$ cat src/rtl/jk_excitation_sequencer.sv
// Drives J/K of an external JK flip-flop so its Q follows a programmed bit pattern,
// then checks the returned Q two cycles after each step and tallies mismatches.
module jk_excitation_sequencer #(
  parameter int WIDTH = 8,
  parameter int CNT_W = 4
) (
  input  logic             input_clock1_c_1,
  input  logic             input_input_switch2__preset_2,
  input  logic             start,
  input  logic [WIDTH-1:0] pattern,
  input  logic [CNT_W-1:0] len,
  input  logic             q_in,
  output logic             j_out,
  output logic             k_out,
  output logic             busy,
  output logic             done,
  output logic [CNT_W-1:0] mismatch_count,
  output logic             error,
  output logic [CNT_W-1:0] first_err_idx
);

  typedef enum logic [1:0] {IDLE, RUN, DRAIN, DONE} state_t;

  localparam logic [CNT_W-1:0] CNT_MAX = '1;

  state_t           state_q, state_d;
  logic [WIDTH-1:0] pat_q, pat_d;
  logic [CNT_W-1:0] len_q, len_d;
  logic [CNT_W-1:0] idx_q, idx_d;
  logic             prev_q, prev_d;
  logic             j_q, j_d;
  logic             k_q, k_d;
  logic             busy_q, busy_d;
  logic             done_q, done_d;
  logic             err_q, err_d;
  logic [CNT_W-1:0] cnt_q, cnt_d;
  logic [CNT_W-1:0] first_q, first_d;
  logic             v1_q, v1_d, b1_q, b1_d;
  logic [CNT_W-1:0] i1_q, i1_d;
  logic             v2_q, v2_d, b2_q, b2_d;
  logic [CNT_W-1:0] i2_q, i2_d;
  logic [CNT_W-1:0] len_eff;
  logic             bit_now;

  always_comb begin
    len_eff = len;
    if (int'(len) > WIDTH) len_eff = CNT_W'(WIDTH);
  end

  assign bit_now = pat_q[0];

  always_comb begin
    state_d = state_q;
    pat_d   = pat_q;
    len_d   = len_q;
    idx_d   = idx_q;
    prev_d  = prev_q;
    j_d     = 1'b0;
    k_d     = 1'b0;
    busy_d  = busy_q;
    done_d  = 1'b0;
    err_d   = err_q;
    cnt_d   = cnt_q;
    first_d = first_q;
    v1_d    = 1'b0;
    b1_d    = b1_q;
    i1_d    = i1_q;
    v2_d    = v1_q;
    b2_d    = b1_q;
    i2_d    = i1_q;

    // Stage 2 holds the bit the flip-flop captured on the previous edge
    if (v2_q && (q_in != b2_q)) begin
      if (cnt_q != CNT_MAX) cnt_d = cnt_q + CNT_W'(1);
      if (!err_q) begin
        err_d   = 1'b1;
        first_d = i2_q;
      end
    end

    case (state_q)
      IDLE: begin
        if (start) begin
          pat_d   = pattern;
          len_d   = len_eff;
          idx_d   = '0;
          prev_d  = q_in;
          cnt_d   = '0;
          err_d   = 1'b0;
          first_d = '0;
          busy_d  = 1'b1;
          v2_d    = 1'b0;
          state_d = (len_eff == '0) ? DONE : RUN;
        end
      end
      RUN: begin
        // Minimal excitation: toggle code is never used
        j_d    = !prev_q && bit_now;
        k_d    = prev_q && !bit_now;
        prev_d = bit_now;
        pat_d  = pat_q >> 1;
        v1_d   = 1'b1;
        b1_d   = bit_now;
        i1_d   = idx_q;
        idx_d  = idx_q + CNT_W'(1);
        if (idx_q + CNT_W'(1) == len_q) state_d = DRAIN;
      end
      DRAIN: begin
        if (!v1_q) state_d = DONE;
      end
      DONE: begin
        done_d  = 1'b1;
        busy_d  = 1'b0;
        state_d = IDLE;
      end
      default: state_d = IDLE;
    endcase
  end

  always_ff @(posedge input_clock1_c_1 or negedge input_input_switch2__preset_2) begin
    if (!input_input_switch2__preset_2) begin
      state_q <= IDLE;
      pat_q   <= '0;
      len_q   <= '0;
      idx_q   <= '0;
      prev_q  <= 1'b0;
      j_q     <= 1'b0;
      k_q     <= 1'b0;
      busy_q  <= 1'b0;
      done_q  <= 1'b0;
      err_q   <= 1'b0;
      cnt_q   <= '0;
      first_q <= '0;
      v1_q    <= 1'b0;
      b1_q    <= 1'b0;
      i1_q    <= '0;
      v2_q    <= 1'b0;
      b2_q    <= 1'b0;
      i2_q    <= '0;
    end else begin
      state_q <= state_d;
      pat_q   <= pat_d;
      len_q   <= len_d;
      idx_q   <= idx_d;
      prev_q  <= prev_d;
      j_q     <= j_d;
      k_q     <= k_d;
      busy_q  <= busy_d;
      done_q  <= done_d;
      err_q   <= err_d;
      cnt_q   <= cnt_d;
      first_q <= first_d;
      v1_q    <= v1_d;
      b1_q    <= b1_d;
      i1_q    <= i1_d;
      v2_q    <= v2_d;
      b2_q    <= b2_d;
      i2_q    <= i2_d;
    end
  end

  assign j_out          = j_q;
  assign k_out          = k_q;
  assign busy           = busy_q;
  assign done           = done_q;
  assign mismatch_count = cnt_q;
  assign error          = err_q;
  assign first_err_idx  = first_q;

endmodule
$ cat config.mk
export PLATFORM = sky130hd
export DESIGN_NAME = jk_excitation_sequencer
export DESIGN_NICKNAME = d
export VERILOG_FILES = /design/src/rtl/jk_excitation_sequencer.sv
export SDC_FILE = /design/constraint.sdc
export NUM_CORES = 1
export LEC_CHECK = 0
export BUFFER_PORTS_ARGS = -buffer_cell sky130_fd_sc_hd__buf_2
export CORE_MARGIN = 4
export CORE_UTILIZATION = 55
export DETAILED_ROUTE_END_ITERATION = 10
export HOLD_SLACK_MARGIN = 0.15
export PLACE_DENSITY_LB_ADDON = 0.15
export SLEW_MARGIN = 20
export SYNTH_ARGS = -nofsm -noshare
export SYNTH_HDL_FRONTEND = slang
export SYNTH_SLANG_ARGS = --single-unit
$ cat constraint.sdc
create_clock -name input_clock1_c_1 -period 4.2 [get_ports input_clock1_c_1]
set_input_delay 0.84 -clock input_clock1_c_1 [delete_from_list [all_inputs] [get_ports input_clock1_c_1]]
set_output_delay 0.84 -clock input_clock1_c_1 [all_outputs]
set_load 0.05 [all_outputs]
==> results_dict.tcl <==
set metrics [dict create \
    overflow 0 \
    power_w 0.00209 \
    path_delay_family "simple AND/OR/NAND/NOR gates" \
    cts_resized 0 \
    rows 22 \
    ys_seq_elements 44 \
    cp_slowest_cell "and2_0" \
    power_density_nw_per_um2 862 \
    seq_area_frac_synth 0.513 \
    r2r_cells 5 \
    dieArea_um2 4960 \
    utilization 0.654 \
    drive_above_1_share 0.209 \
    p_leak_nw 1.14 \
    clkTransAtPathRegs_ns 0.08 \
    max-slew-margin-rel 0.363 \
    grt_pass1_wl_um 7190 \
    post-route-period-util 0.530 \
    crit_required_ns 4.41 \
    ios 29 \
    cp-end-kind "flip-flop" \
    min_from "i1_q[1]" \
    synth_area_um2 2140 \
    crit-reg2reg-capture "busy" \
    drc_errors 0 \
    final_cell_mix "dfrtp_1 (44), buf_2 (28), nand2_1 (19)" \
    wl_per_cell_um 14.8 \
    antenna_found_initial 0 \
    syn-num-nets 227 \
    dpl-instance-area_um2 2300 \
    gr-usage-met2 0.308 \
    drtPass1Iterations 4 \
    cts_buffer_depth 2 \
    cp_slowest_stage_delay_ns 0.73 \
    ys_types 40 \
    slew_violations 0 \
    dp_hpwl_um 2900 \
    start_util 0.577 \
    worst-path-buf-inv 1 \
    grt_use_met3 0.0446 \
    outcome "finished clean" \
    cts.htree.levels 2 \
    area_delta_synth_final_pct 13.3 \
    grt_max_degree 45 \
    hold_viol 0 \
    drv_cap 0 \
    num_antenna_cells 0 \
    vias 1607 \
    track_usage 0.180 \
    io_buffer_count 28 \
    rrSetupSlack_ns 1.98 \
    critical_path.startpoint_type "flip-flop" \
    rsz0062_at_grt "false" \
    die_h_um 70.4 \
    fill_cells 304 \
    fmax_mhz 450 \
    grt_pass1_vias 1598 \
    clock_sinks 44 \
    ys_warn_count 0 \
    insertion_delay_ns 0.29 \
    fin_skew_ns 0.00311 \
    grt_use_met1 0.223 \
    drt_iter0_drc 97 \
    hold_path_end "i2_q[1]" \
    ctsHoldBuffers 0 \
    crit_type "flip-flop to flip-flop" \
    whs_path_depth 0 \
    ant_nets 0 \
    rr_startpoint "state_q[0]" \
    cts_tree "built" \
    syn_avg_cell_area_um2 10.5 \
    hold_class "flip-flop to flip-flop" \
    gp_congestion 0.892 \
    clockRootBuffer "clkbuf_8" \
    final_area_um2 2430 \
    syn_inst 205 \
    via_per_inst 5.78 \
    final_common_cell "dfrtp_1" \
    vdd_ir_drop_max_mv 0.526 \
    die_x_um 70.4 \
    post-route-min-period_ns 2.22 \
    routed_wirelength_um 4130 \
    setup-violations-final 0 \
    path_max_fanout 22 \
    finalNetCount 252 \
    grt_busiest_layer "met2" \
    cp.arrival_ns 2.43 \
    crit_chain "inv_1 > ha_1 > and2_0 > nor2_1 > o21ai_0" \
    cts_buffers 5 \
    final.setup.tns_ns 0 \
    post_cts_buffers 0 \
    worstMarginPinSlew_ns 0.955 \
    coreArea_um2 3720 \
]
[cell type report]
| cell class | instances | area, um^2 | area share |
|---|---|---|---|
| flip-flops and latches | 44 | 1100 | 0.453 |
| multi-input cells | 142 | 962 | 0.396 |
| repair buffers | 29 | 148 | 0.0608 |
| clock buffers | 5 | 68.8 | 0.0283 |
| clock inverters | 2 | 60.1 | 0.0247 |
| well taps | 48 | 60.1 | 0.0247 |
| inverters | 8 | 30.0 | 0.0124 |
[routing by layer]
| layer | wire length, um | part of all wire | vias up |
|---|---|---|---|
| met4 | 61 | 0.015 | 0 |
| met3 | 196 | 0.047 | 8 |
| met2 | 2080 | 0.50 | 43 |
| met5 | 0 | 0 | - |
| met1 | 1790 | 0.43 | 776 |
| li1 | - | - | 780 |
[how the worst max path moves through the flow]
stage,from,end,slack [ns],depth (start not counted)
after floorplan,start,state_q[1],2.34,6
after global placement,state_q[0],busy,2.12,5
after detailed placement,state_q[0],busy,2.01,5
after CTS,state_q[0],busy,1.99,5
after global routing,state_q[0],busy,1.80,5
final,state_q[0],busy,1.98,5
[report_power, final]
part / internal (W) / switching [W] / total (W)
clock: 0.000234 / 0.000135 / 0.000369
combinational: 0.000377 / 0.000584 / 0.000961
sequential: 0.000610 / 0.000153 / 0.000763
total: 0.00122 / 0.000872 / 0.00209
[kinds of logic after synthesis]
family | synth area share
AND/OR/NAND/NOR | 0.132
AO/OA/AOI/OAI | 0.144
flip-flops | 0.513
buffers and inverters | 0.0379
multiplexers | 0.0893
XOR/XNOR | 0.0478
adder cells (fa/ha/maj) | 0.0350
[sequential cells by signal (all words and copies together), names as in the netlist]
name,flops
first_err_idx,4
state_q,2
b1_q,1
pat_q,8
done,1
mismatch_count,4
v1_q,1
i2_q,4
error,1
idx_q,4
len_q,4
v2_q,1
prev_q,1
k_out,1
i1_q,4
busy,1
j_out,1
b2_q,1
[through the flow]
step                      setup slack (ns)  hold slack (ns)  std cells
after floorplan                       2.34            0.350        205
after global placement                2.12            0.358        271
after detailed placement              2.01            0.364        271
after CTS                             1.99            0.379        278
after global routing                  1.80            0.393        278
final                                 1.98            0.378        278
[synthesized netlist by cell type]
cell type / count / share of area
dfrtp_1: 44 / 0.51
nand2_1: 19 / 0.033
nor2_1: 17 / 0.030
o22ai_1: 16 / 0.047
a21oi_1: 12 / 0.028
mux2_2: 9 / 0.047
mux2i_1: 9 / 0.042
clkbuf_1: 8 / 0.014
inv_1: 8 / 0.014
ha_1: 6 / 0.035
o21ai_0: 6 / 0.014
nand3_1: 5 / 0.012
xnor2_1: 5 / 0.020
a31oi_1: 4 / 0.012
xor2_1: 4 / 0.016
nand3b_1: 3 / 0.011
a211oi_1: 2 / 0.0070
buf_2: 2 / 0.0047
nor2b_1: 2 / 0.0058
nor3_1: 2 / 0.0047
nor4_1: 2 / 0.0058
o221ai_1: 2 / 0.0082
a211oi_2: 1 / 0.0058
a21boi_0: 1 / 0.0035
a22o_1: 1 / 0.0041
a31o_2: 1 / 0.0041
a32oi_1: 1 / 0.0041
and2_0: 1 / 0.0029
and2_1: 1 / 0.0029
and2b_1: 1 / 0.0035
and3_1: 1 / 0.0029
and4b_1: 1 / 0.0047
buf_6: 1 / 0.0053
nand2b_1: 1 / 0.0029
nor3_2: 1 / 0.0047
nor3b_1: 1 / 0.0035
o211a_1: 1 / 0.0047
o21ai_1: 1 / 0.0023
or3_1: 1 / 0.0029
xor3_1: 1 / 0.011
(Power assumes the default switching activity.)
